**config.mk**
```make
export PLATFORM = sky130hd
export DESIGN_NAME = mod_exwb_stage_flat
export DESIGN_NICKNAME = d
export VERILOG_FILES = /design/src/rtl/sbtel_pkg.sv /design/src/rtl/mod_exwb_stage_if.sv /design/src/rtl/mod_exwb_fifo.sv /design/src/rtl/mod_exwb_stage.sv /design/src/flat_wrapper.sv
export SDC_FILE = /design/constraint.sdc
export NUM_CORES = 1
export LEC_CHECK = 0
export CAP_MARGIN = 20
export CORE_AREA = 4 4 101 199
export DETAILED_ROUTE_END_ITERATION = 12
export DIE_AREA = 0 0 105 203
export GPL_ROUTABILITY_DRIVEN = 0
export PLACE_DENSITY_LB_ADDON = 0.3
export SLEW_MARGIN = 40
export SYNTH_ARGS = -nofsm -noshare
export SYNTH_HDL_FRONTEND = slang
export SYNTH_SLANG_ARGS = --single-unit
```
**constraint.sdc**
```tcl
create_clock -name clk -period 3.3 [get_ports clk]
set_input_delay 0.66 -clock clk [delete_from_list [all_inputs] [get_ports clk]]
set_output_delay 0.66 -clock clk [all_outputs]
set_load 0.05 [all_outputs]
```
**src/rtl/sbtel_pkg.sv**
```systemverilog
// rtl/sbtel_pkg.sv - shared types for the execute/writeback boundary
// Contents: EX_WB result record, REG_RSP index, per-entry hazard tag,
//           stage state enum, tag_hits() hazard helper.
package sbtel_pkg;

  localparam logic [3:0] REG_RSP = 4'd4;

  typedef struct packed {
    logic [31:0] value;
    logic [15:0] pc;
    logic        sim_end;
  } EX_WB;

  // Register-write footprint of one buffered result, kept beside the record
  // so the hazard scoreboard never has to look at the payload.
  typedef struct packed {
    logic [3:0] dest;
    logic       dest_we;
    logic       rsp_we;
  } exwb_tag_t;

  typedef enum logic [1:0] {
    RUN   = 2'd0,
    DRAIN = 2'd1,
    DONE  = 2'd2
  } stage_state_e;

  // PUSH/POP/CALL/RET touch RSP without naming it as dest.
  function automatic logic tag_hits(exwb_tag_t t, logic [3:0] r);
    return (t.dest_we && (t.dest == r)) || (t.rsp_we && (r == REG_RSP));
  endfunction

endpackage

```
**src/rtl/mod_exwb_stage_if.sv**
```systemverilog
// rtl/mod_exwb_stage_if.sv - EX->WB handshake bundle
// master: execute/writeback side (drives results and wb_ready)
// slave:  mod_exwb_stage (drives ex_ready, can_writeback, exwb)
interface mod_exwb_stage_if;
  import sbtel_pkg::*;

  logic       ex_valid;
  logic       ex_ready;
  EX_WB       exwb_in;
  logic [3:0] ex_dest;
  logic       ex_dest_we;
  logic       ex_rsp_we;
  logic       wb_ready;
  logic       can_writeback;
  EX_WB       exwb;

  modport master (
    output ex_valid, exwb_in, ex_dest, ex_dest_we, ex_rsp_we, wb_ready,
    input  ex_ready, can_writeback, exwb
  );

  modport slave (
    input  ex_valid, exwb_in, ex_dest, ex_dest_we, ex_rsp_we, wb_ready,
    output ex_ready, can_writeback, exwb
  );

endinterface

```
**src/rtl/mod_exwb_fifo.sv**
```systemverilog
// rtl/mod_exwb_fifo.sv - EX->WB result buffer storage and pointers
// Ports: clk, reset_n (async, active low); push/pop/flush strobes;
//        push_rec/push_tag write data; head_valid/head_rec read side;
//        count, per-entry valid bits and tags for the hazard scoreboard.
module mod_exwb_fifo
  import sbtel_pkg::*;
#(
  parameter int DEPTH = 2,
  localparam int CW = $clog2(DEPTH + 1)
) (
  input  logic                    clk,
  input  logic                    reset_n,
  input  logic                    push,
  input  logic                    pop,
  input  logic                    flush,
  input  EX_WB                    push_rec,
  input  exwb_tag_t               push_tag,
  output logic                    head_valid,
  output EX_WB                    head_rec,
  output logic [CW-1:0]           count,
  output logic [DEPTH-1:0]        valid,
  output exwb_tag_t [DEPTH-1:0]   tags
);

  localparam int PW = (DEPTH > 1) ? $clog2(DEPTH) : 1;

  logic [PW-1:0]          wr_ptr;
  logic [PW-1:0]          rd_ptr;
  EX_WB                   recs [DEPTH];
  exwb_tag_t [DEPTH-1:0]  tag_q;

  function automatic logic [PW-1:0] ptr_inc(logic [PW-1:0] p);
    return (p == PW'(DEPTH - 1)) ? '0 : p + 1'b1;
  endfunction

  // Control state; flush wins over any same-cycle push or pop.
  always_ff @(posedge clk or negedge reset_n) begin
    if (!reset_n) begin
      wr_ptr <= '0;
      rd_ptr <= '0;
      count  <= '0;
      valid  <= '0;
    end else if (flush) begin
      wr_ptr <= '0;
      rd_ptr <= '0;
      count  <= '0;
      valid  <= '0;
    end else begin
      if (push) wr_ptr <= ptr_inc(wr_ptr);
      if (pop)  rd_ptr <= ptr_inc(rd_ptr);
      // Push and pop never target the same slot: the stage refuses pushes
      // when full and pop needs a valid head.
      if (pop)  valid[rd_ptr] <= 1'b0;
      if (push) valid[wr_ptr] <= 1'b1;
      case ({push, pop})
        2'b10:   count <= count + 1'b1;
        2'b01:   count <= count - 1'b1;
        default: count <= count;
      endcase
    end
  end

  // Payload is qualified by valid, so it needs no reset.
  always_ff @(posedge clk) begin
    if (push && !flush) begin
      recs[wr_ptr]  <= push_rec;
      tag_q[wr_ptr] <= push_tag;
    end
  end

  assign head_valid = valid[rd_ptr];
  assign head_rec   = recs[rd_ptr];
  assign tags       = tag_q;

endmodule

```
**src/rtl/mod_exwb_stage.sv**
```systemverilog
// rtl/mod_exwb_stage.sv - EX->WB buffer stage with hazard scoreboard
// Ports: clk, reset_n (async, active low); exwb_bus (slave) carries the
//        execute handshake, result record and writeback handshake;
//        flush; rd_reg_a/rd_reg_b decode queries -> dep_exwb[1:0];
//        retired (64-bit pop count); sim_done (sim_end entry consumed).
module mod_exwb_stage
  import sbtel_pkg::*;
#(
  parameter int DEPTH = 2,
  parameter int NREGS = 16
) (
  input  logic                    clk,
  input  logic                    reset_n,
  mod_exwb_stage_if.slave         exwb_bus,
  input  logic                    flush,
  input  logic [3:0]              rd_reg_a,
  input  logic [3:0]              rd_reg_b,
  output logic [1:0]              dep_exwb,
  output logic [63:0]             retired,
  output logic                    sim_done
);

  localparam int CW = $clog2(DEPTH + 1);

  logic [CW-1:0]          count;
  logic [DEPTH-1:0]       valid;
  exwb_tag_t [DEPTH-1:0]  tags;
  exwb_tag_t              push_tag;
  EX_WB                   head_rec;
  logic                   head_valid;
  logic                   push;
  logic                   pop;
  logic                   accept;
  stage_state_e           state;
  stage_state_e           state_nx;

  assign push     = exwb_bus.ex_valid && accept;
  assign pop      = head_valid && exwb_bus.wb_ready;
  assign push_tag = '{dest: exwb_bus.ex_dest, dest_we: exwb_bus.ex_dest_we,
                      rsp_we: exwb_bus.ex_rsp_we};

  mod_exwb_fifo #(.DEPTH(DEPTH)) u_fifo (
    .clk        (clk),
    .reset_n    (reset_n),
    .push       (push),
    .pop        (pop),
    .flush      (flush),
    .push_rec   (exwb_bus.exwb_in),
    .push_tag   (push_tag),
    .head_valid (head_valid),
    .head_rec   (head_rec),
    .count      (count),
    .valid      (valid),
    .tags       (tags)
  );

  assign exwb_bus.ex_ready      = accept;
  assign exwb_bus.can_writeback = head_valid;
  assign exwb_bus.exwb          = head_valid ? head_rec : '0;

  // State register
  always_ff @(posedge clk or negedge reset_n) begin
    if (!reset_n) state <= RUN;
    else          state <= state_nx;
  end

  // Next state. In DRAIN the sim_end entry is the youngest, so the pop that
  // carries sim_end is the last one.
  always_comb begin
    state_nx = state;
    case (state)
      RUN:     if (push && exwb_bus.exwb_in.sim_end) state_nx = DRAIN;
      DRAIN: begin
        if (flush)                          state_nx = RUN;
        else if (pop && head_rec.sim_end)   state_nx = DONE;
      end
      DONE:    state_nx = DONE;
      default: state_nx = RUN;
    endcase
  end

  // Outputs; ex_ready deliberately ignores wb_ready.
  always_comb begin
    accept   = 1'b0;
    sim_done = 1'b0;
    case (state)
      RUN:     accept   = (count < CW'(DEPTH)) && !flush;
      DONE:    sim_done = 1'b1;
      default: accept   = 1'b0;
    endcase
  end

  always_ff @(posedge clk or negedge reset_n) begin
    if (!reset_n)          retired <= '0;
    else if (pop && !flush) retired <= retired + 64'd1;
  end

  // Hazard scoreboard; an entry leaving this cycle is still in valid.
  // Indices outside the architectural file can never be written.
  always_comb begin
    dep_exwb = '0;
    for (int i = 0; i < DEPTH; i++) begin
      if (valid[i]) begin
        if (tag_hits(tags[i], rd_reg_a)) dep_exwb[0] = 1'b1;
        if (tag_hits(tags[i], rd_reg_b)) dep_exwb[1] = 1'b1;
      end
    end
    if ({1'b0, rd_reg_a} >= 5'(NREGS)) dep_exwb[0] = 1'b0;
    if ({1'b0, rd_reg_b} >= 5'(NREGS)) dep_exwb[1] = 1'b0;
  end

endmodule

```
**src/flat_wrapper.sv**
```systemverilog
// flat-port wrapper written by rule: the top's interface ports become plain ports
module mod_exwb_stage_flat import sbtel_pkg::*;
#(
  parameter int DEPTH = 2,
  parameter int NREGS = 16
)
  (clk, reset_n, flush, rd_reg_a, rd_reg_b, dep_exwb, retired, sim_done, exwb_bus_ex_valid, exwb_bus_exwb_in, exwb_bus_ex_dest, exwb_bus_ex_dest_we, exwb_bus_ex_rsp_we, exwb_bus_wb_ready, exwb_bus_ex_ready, exwb_bus_can_writeback, exwb_bus_exwb);
  mod_exwb_stage_if exwb_bus_i ();
  input  logic clk;
  input  logic reset_n;
  input  logic flush;
  input  logic [3:0] rd_reg_a;
  input  logic [3:0] rd_reg_b;
  output logic [1:0] dep_exwb;
  output logic [63:0] retired;
  output logic sim_done;
  input wire logic [$bits(exwb_bus_i.ex_valid)-1:0] exwb_bus_ex_valid;
  input wire logic [$bits(exwb_bus_i.exwb_in)-1:0] exwb_bus_exwb_in;
  input wire logic [$bits(exwb_bus_i.ex_dest)-1:0] exwb_bus_ex_dest;
  input wire logic [$bits(exwb_bus_i.ex_dest_we)-1:0] exwb_bus_ex_dest_we;
  input wire logic [$bits(exwb_bus_i.ex_rsp_we)-1:0] exwb_bus_ex_rsp_we;
  input wire logic [$bits(exwb_bus_i.wb_ready)-1:0] exwb_bus_wb_ready;
  output wire logic [$bits(exwb_bus_i.ex_ready)-1:0] exwb_bus_ex_ready;
  output wire logic [$bits(exwb_bus_i.can_writeback)-1:0] exwb_bus_can_writeback;
  output wire logic [$bits(exwb_bus_i.exwb)-1:0] exwb_bus_exwb;
  assign exwb_bus_i.ex_valid = exwb_bus_ex_valid;
  assign exwb_bus_i.exwb_in = exwb_bus_exwb_in;
  assign exwb_bus_i.ex_dest = exwb_bus_ex_dest;
  assign exwb_bus_i.ex_dest_we = exwb_bus_ex_dest_we;
  assign exwb_bus_i.ex_rsp_we = exwb_bus_ex_rsp_we;
  assign exwb_bus_i.wb_ready = exwb_bus_wb_ready;
  assign exwb_bus_ex_ready = exwb_bus_i.ex_ready;
  assign exwb_bus_can_writeback = exwb_bus_i.can_writeback;
  assign exwb_bus_exwb = exwb_bus_i.exwb;
  mod_exwb_stage #(.DEPTH(DEPTH), .NREGS(NREGS)) u_core (.clk(clk), .reset_n(reset_n), .exwb_bus(exwb_bus_i), .flush(flush), .rd_reg_a(rd_reg_a), .rd_reg_b(rd_reg_b), .dep_exwb(dep_exwb), .retired(retired), .sim_done(sim_done));
endmodule
```
==> impl_metrics.ini, run 1 <==
[global_route]
antenna_found_initial = 0
overflow = 0
grt_pass1_vias = 5751
grt_usage_pct = 17.6
grt_max_degree = 57
grt_pass1_wl_mm = 29.6

[finish]
final_cell_mix = clkdlybuf4s50_1, edfxtp_1, nor2_1
diodes = 0
fin_util_pct = 55.5
finish.net_count = 843
final_common_cell = clkdlybuf4s50_1
areaGrowthSynthToFinish_pct = 34.5
final_area_um2 = 10400
drive_above_1_share_pct = 15.1

[power_and_ir_drop]
leakage_nw = 4.02
report.power.total_mw = 5.10
peakVddDrop_mv = 0.374
p_per_area_nw_per_um2 = 492

[yosys]
synth_largest_area_cell = edfxtp_1
yosys_warnings = 0
yosysSeqAreaShare_pct = 66.3
synth_area_leaders = edfxtp_1, dfrtp_1, mux2i_1
synth.net_count = 645
syn_inst = 576
netlist.area_leader.share_pct = 42.9
syn_avg_cell_area_um2 = 13.4
ys_seq_elements = 182
syn_area_um2 = 7700
yosys.cell_types.count = 42

[worst_setup_path]
crit_arrival_ps = 2300
crit_cells = 6
critPathLaunch = rd_reg_a[3]
crit_chain = clkdlybuf4s50_1, xor2_1, nor3_1, a32oi_1, o21ai_0, buf_12
critical_path_required_ps = 2640
path_delay_family = buffers and inverters
crit_type = primary input to primary output
worstPathMaxFanout = 3
worstSetupEndpointType = primary output
reg2reg_depth = 5
crit_buf_inv = 2
r2r_start = u_core.retired[2]$_DFFE_PN0P_
cpMaxStageDelayCell = clkdlybuf4s50_1
reg2reg_setup_slack_ps = 970
crit_end = dep_exwb[0]
cpPeakStageDelay_ps = 490
r2r_end = u_core.retired[55]$_DFFE_PN0P_
startpoint_type = primary input

[clocking]
postCtsSetupBuffers = 0
clkTransAtPathRegs_ps = 70
tritoncts = yes
clk_latency_ps = 420
cts_buffer_depth = 2
root_buffer = clkbuf_16
cts_num_sinks = 182
htree_levels = 4
cts_resized = 0
numCtsBuffers = 17
postCtsHoldBufs = 0

[sta]
tns_ps = 0
relSlewSlack_pct = 53.8
rsz0062_at_grt = no
clock.fmax_mhz = 338
setup_viol = 0
worstMarginPinSlew_ps = 693
finalCritPeriodShare_pct = 89.6
slew_violations = 0
fin_crit_ps = 2960
finalClockSkew_ps = 8.12
hold_violations = 0

[job]
cap_violations = 0

[routing]
first_iter_violations = 171
vias_per_cell = 5.21
vias = 5238
antenna_left = 0
drc = 0
routed_wl_mm = 18.4
post_drt_wl_per_cell_um = 18.2
first_pass_iters = 4

[floorplanning]
rows = 71
ioPinCount = 186
start_util_pct = 41.3
die_width_um = 105
die_h_um = 203
placeableCoreArea_um2 = 18700
die_area_um2 = 21300

[place]
post_dp_cell_area_um2 = 9780
dp_hpwl_mm = 13.4
port_buffers = 185

[outcome]
status = completed

[worst_hold_path]
hp-class = primary input to async pin
power by group:
part | internal [mW] | switching [mW]
combinational | 0.228 | 0.366
sequential | 2.51 | 0.0506
clock | 0.999 | 0.940
total | 3.74 | 1.36
cell usage after synthesis:
library cell  count
a21oi_1           3
a2bb2oi_1         1
a32o_1            3
a32oi_1           2
and2_0            1
and2b_1           1
and3_1            8
and4_1            2
buf_1             5
buf_2             3
buf_4             1
buf_6             1
clkbuf_1          6
dfrtp_1          72
edfxtp_1        110
ha_1              1
inv_1            10
mux2_2            1
mux2i_1          50
mux2i_2           1
nand2_1          38
nand2b_1          2
nand3_1          23
nand3_2           1
nand4_1          13
nand4_2           3
nand4b_1          1
nor2_1           76
nor2_2            1
nor2b_1           1
nor3_1           22
nor3_2            5
nor3_4            1
nor4_1           10
nor4_2            4
nor4b_1           3
o21ai_0           2
o21bai_1          1
or2_2             2
or3_1             2
xnor2_1          34
xor2_1           49
logic make-up (layout without fill, tap and decap cells):
| kind of cell | count (synthesis) | after routing | share of synthesized area, % |
|---|---|---|---|
| AND/OR/NAND/NOR | 220 | 220 | 14.6 |
| flip-flops | 182 | 182 | 66.3 |
| XOR/XNOR | 83 | 83 | 9.44 |
| multiplexers | 52 | 52 | 6.83 |
| buffers and inverters | 26 | 237 | 1.46 |
| AO/OA/AOI/OAI | 12 | 12 | 1.15 |
| adder cells (fa/ha/maj) | 1 | 1 | 0.162 |
registers in the layout (all words and copies together), names as in the netlist:
| name | count |
|---|---|
| u_core.u_fifo.recs | 98 |
| u_core.retired | 64 |
| u_core.u_fifo.tags | 12 |
| u_core.state | 2 |
| u_core.u_fifo.count | 2 |
| u_core.u_fifo.valid | 2 |
| u_core.u_fifo.rd_ptr | 1 |
| u_core.u_fifo.wr_ptr | 1 |
per-layer routing:
| metal | routed length (µm) | track usage (%) | part of all wire (%) | up-vias |
|---|---|---|---|---|
| met5 | 0 | 0 | 0 | - |
| met4 | 394 | 6.80 | 2.1 | 0 |
| met3 | 1020 | 4.01 | 5.6 | 27 |
| met2 | 10400 | 33.5 | 57 | 187 |
| met1 | 6530 | 18.3 | 36 | 2557 |
| li1 | - | - | - | 2467 |
how the worst min path moves through the flow:
stage                                              start                             end  cells after the start
after floorplan                                  reset_n   u_core.retired[0]$_DFFE_PN0P_                      0
after global placement    u_core.retired[63]$_DFFE_PN0P_  u_core.retired[63]$_DFFE_PN0P_                      1
after detailed placement  u_core.retired[60]$_DFFE_PN0P_  u_core.retired[60]$_DFFE_PN0P_                      1
after CTS                                        reset_n  u_core.retired[26]$_DFFE_PN0P_                      1
after global routing                             reset_n  u_core.retired[25]$_DFFE_PN0P_                      1
final                                            reset_n  u_core.retired[25]$_DFFE_PN0P_                      1
through the flow:
step,setup slack [ps],instances,hold slack [ps]
after floorplan,232,576,364
after global placement,511,974,477
after detailed placement,374,974,485
after CTS,341,1006,278
after global routing,230,1006,315
final,343,1006,280
layout make-up:
cell class | count | area, µm²
well taps | 219 | 274
repair buffers | 195 | 1860
flip-flops and latches | 182 | 5110
clock inverters | 15 | 139
fillers | 1595 | 8300
inverters | 10 | 37.5
multi-input cells | 368 | 2510
clock buffers | 17 | 425
Power figures use the tool's default switching activity.
==> inputs of run 2 (changes only) <==
--- a/config.mk
+++ b/config.mk
@@ -6,12 +6,14 @@
 export NUM_CORES = 1
 export LEC_CHECK = 0
 export CAP_MARGIN = 20
-export CORE_AREA = 4 4 101 199
+export CORE_AREA = 4 4 103 202
+export CTS_CLUSTER_DIAMETER = 50
 export DETAILED_ROUTE_END_ITERATION = 12
-export DIE_AREA = 0 0 105 203
+export DIE_AREA = 0 0 107 206
 export GPL_ROUTABILITY_DRIVEN = 0
 export PLACE_DENSITY_LB_ADDON = 0.3
 export SLEW_MARGIN = 40
 export SYNTH_ARGS = -nofsm -noshare
 export SYNTH_HDL_FRONTEND = slang
+export SYNTH_HIERARCHICAL = 1
 export SYNTH_SLANG_ARGS = --single-unit
==> run 2 against run 1 <==
Compared with the run above: register-to-register slack improved by 70 ps; critical endpoint is now exwb_bus_exwb[29]; critical path type is now flop to primary output; total power increased by 1.9%; die area increased by 3.4%; highest routed layer unchanged; largest power group unchanged; sequential power decreased by 2%; clock power increased by 4%; clock-buffer cell count increased by 3; cell count increased by 3.0%.
==> impl_metrics.ini, run 2 <==
[clocking]
htree_levels = 4
cts_buffer_depth = 2
clkTransAtPathRegs_ps = 70
clk_latency_ps = 420
cts_num_sinks = 182
root_buffer = clkbuf_16
postCtsHoldBufs = 0
numCtsBuffers = 17
tritoncts = yes

[floorplanning]
die_area_um2 = 22000
die_width_um = 107
rows = 72
die_h_um = 206
placeableCoreArea_um2 = 19300
start_util_pct = 41.1
ioPinCount = 186

[worst_setup_path]
crit_cells = 4
reg2reg_depth = 6
critPathLaunch = u_core/u_fifo/rd_ptr$_DFFE_PN0P_
crit_chain = mux2_2, buf_4, and2_1, clkdlybuf4s50_1
r2r_start = u_core/u_fifo/rd_ptr$_DFFE_PN0P_
reg2reg_setup_slack_ps = 1040
crit_end = exwb_bus_exwb[29]
cpMaxStageDelayCell = clkdlybuf4s50_1
worstPathMaxFanout = 49
crit_arrival_ps = 2490
path_delay_family = buffers and inverters
r2r_end = u_core/retired[63]$_DFFE_PN0P_
critical_path_required_ps = 2640
cpPeakStageDelay_ps = 810
worstSetupEndpointType = primary output
crit_type = flop to primary output
startpoint_type = flop
crit_buf_inv = 2

[finish]
areaGrowthSynthToFinish_pct = 36.3
diodes = 0
final_cell_mix = clkdlybuf4s50_1, edfxtp_1, dfrtp_1
final_common_cell = clkdlybuf4s50_1
finish.net_count = 833
drive_above_1_share_pct = 16.3
largest_register_ffs = 98
top_register = u_core/u_fifo/recs

[routing]
wl_met1_mm = 6.89
drc = 0
post_drt_wl_per_cell_um = 18.6
wl_met2_mm = 10.8
first_pass_iters = 4
routed_wl_mm = 19.3
wl_met3_mm = 1.12
vias_per_cell = 5.05
vias = 5230
first_iter_violations = 208
antenna_left = 0
top_layer_used = met4

[sta]
relSlewSlack_pct = 54.3
slew_violations = 0
worstMarginPinSlew_ps = 685
finalCritPeriodShare_pct = 95.5
rsz0062_at_grt = no
clock.fmax_mhz = 317
hold_violations = 0
finalClockSkew_ps = 9.52
fin_crit_ps = 3150
worst_slack_ps = 147
setup_viol = 0
tns_ps = 0

[yosys]
synthAdderAreaFrac_pct = 0.158
synth.net_count = 630
syn_inst = 561
synth_xor_xnor_area_share_pct = 9.06
synth-async-reset-ratio_pct = 39.6
syn_avg_cell_area_um2 = 14.1
muxShareOfSynthArea_pct = 7.24
synth_largest_area_cell = edfxtp_1
synth_top_family_by_area = simple AND/OR/NAND/NOR gates
synth_compound_area_share_pct = 1.31
yosysSeqAreaShare_pct = 64.4
syn_area_um2 = 7930
yosys.cell_types.count = 43
synthTopCellsByCount = edfxtp_1, dfrtp_1, and2_1
synth_area_leaders = edfxtp_1, dfrtp_1, mux2_2
synth_simple_gate_area_share_pct = 16.2
synth_most_common_cell = edfxtp_1
ys_seq_elements = 182
synth-edff-count = 110
netlist.area_leader.share_pct = 41.7
synthFlopType = edfxtp_1
yosys_warnings = 6

[global_route]
grt_usage_pct = 17.9
grt_max_degree = 56
grt_pass1_wl_mm = 30.3
overflow = 0
antenna_found_initial = 0
grt_pass1_vias = 5606

[outcome]
status = completed

[power_and_ir_drop]
p_per_area_nw_per_um2 = 481
leakage_nw = 4.25
peakVddDrop_mv = 0.320

[worst_hold_path]
hp-class = primary input to async pin

[place]
dp_hpwl_mm = 14.1
post-place-ws_ps = 340
port_buffers = 185

[job]
cap_violations = 0
[run 2: how the worst min path moves through the flow]
stage	slack, ps	end	startpoint	cells after the start
floorplan	360	u_core/retired[0]$_DFFE_PN0P_	reset_n	0
global placement	480	u_core/retired[9]$_DFFE_PN0P_	u_core/retired[9]$_DFFE_PN0P_	1
detailed placement	490	u_core/retired[43]$_DFFE_PN0P_	u_core/retired[43]$_DFFE_PN0P_	1
CTS	280	u_core/retired[44]$_DFFE_PN0P_	reset_n	1
global route	310	u_core/retired[54]$_DFFE_PN0P_	reset_n	1
finish	270	u_core/retired[44]$_DFFE_PN0P_	reset_n	1
[run 2: final cells by class]
| class | instances | area, µm² |
|---|---|---|
| fillers | 1653 | 8470 |
| clock inverters | 12 | 154 |
| flip-flops and latches | 182 | 5110 |
| well taps | 259 | 324 |
| inverters | 4 | 15.0 |
| repair buffers | 199 | 2050 |
| multi-input cells | 360 | 2720 |
| clock buffers | 20 | 437 |
[run 2: power by group]
part / leakage, nW / internal, mW / switching [mW]
combinational: 1.98 / 0.274 / 0.387
clock: 0.284 / 1.19 / 0.820
sequential: 1.99 / 2.48 / 0.0392
[run 2: repair_timing]
action                                  4_1_cts  5_1_grt
endpoints found under the setup margin        0       12
hold endpoints to repair                      0        0
gates resized for setup                       0       12
setup buffers                                 0        0
[run 2: kinds of logic (layout without fill, tap and decap cells)]
logic type / after synthesis / after routing
adders and majority gates: 1 / 1
AOI/OAI and AO/OA: 13 / 13
muxes: 51 / 51
and+or+nand+nor: 213 / 213
xor gates and xnor gates: 82 / 82
DFF: 182 / 182
buffers and inverters: 19 / 235
[run 2: metal layers]
metal  GRT usage [%]  up-vias
met3            4.75       28
li1                -     2434
met1            18.9     2592
met2            33.0      176
met4            7.36        0
met5               0        -
[run 2: through the flow]
step	area, µm²	hold WS, ps	total power [mW]	util, %	std cells
2_1_floorplan	7960	364	2.95	-	561
3_3_place_gp	10200	477	3.22	52.8	1004
3_5_place_dp	10200	488	3.24	52.8	1004
4_1_cts	10800	284	5.27	55.9	1036
5_1_grt	10800	309	5.40	56.0	1036
6_report	10800	275	5.20	56.0	1036
==> inputs of run 3 (changes only) <==
--- a/config.mk
+++ b/config.mk
@@ -12,6 +12,7 @@
 export DIE_AREA = 0 0 107 206
 export GPL_ROUTABILITY_DRIVEN = 0
 export PLACE_DENSITY_LB_ADDON = 0.3
+export SKIP_CTS_REPAIR_TIMING = 1
 export SLEW_MARGIN = 40
 export SYNTH_ARGS = -nofsm -noshare
 export SYNTH_HDL_FRONTEND = slang
==> results of run 3 <==
No change in the layout: final DEF, timing and power equal those of run 2.
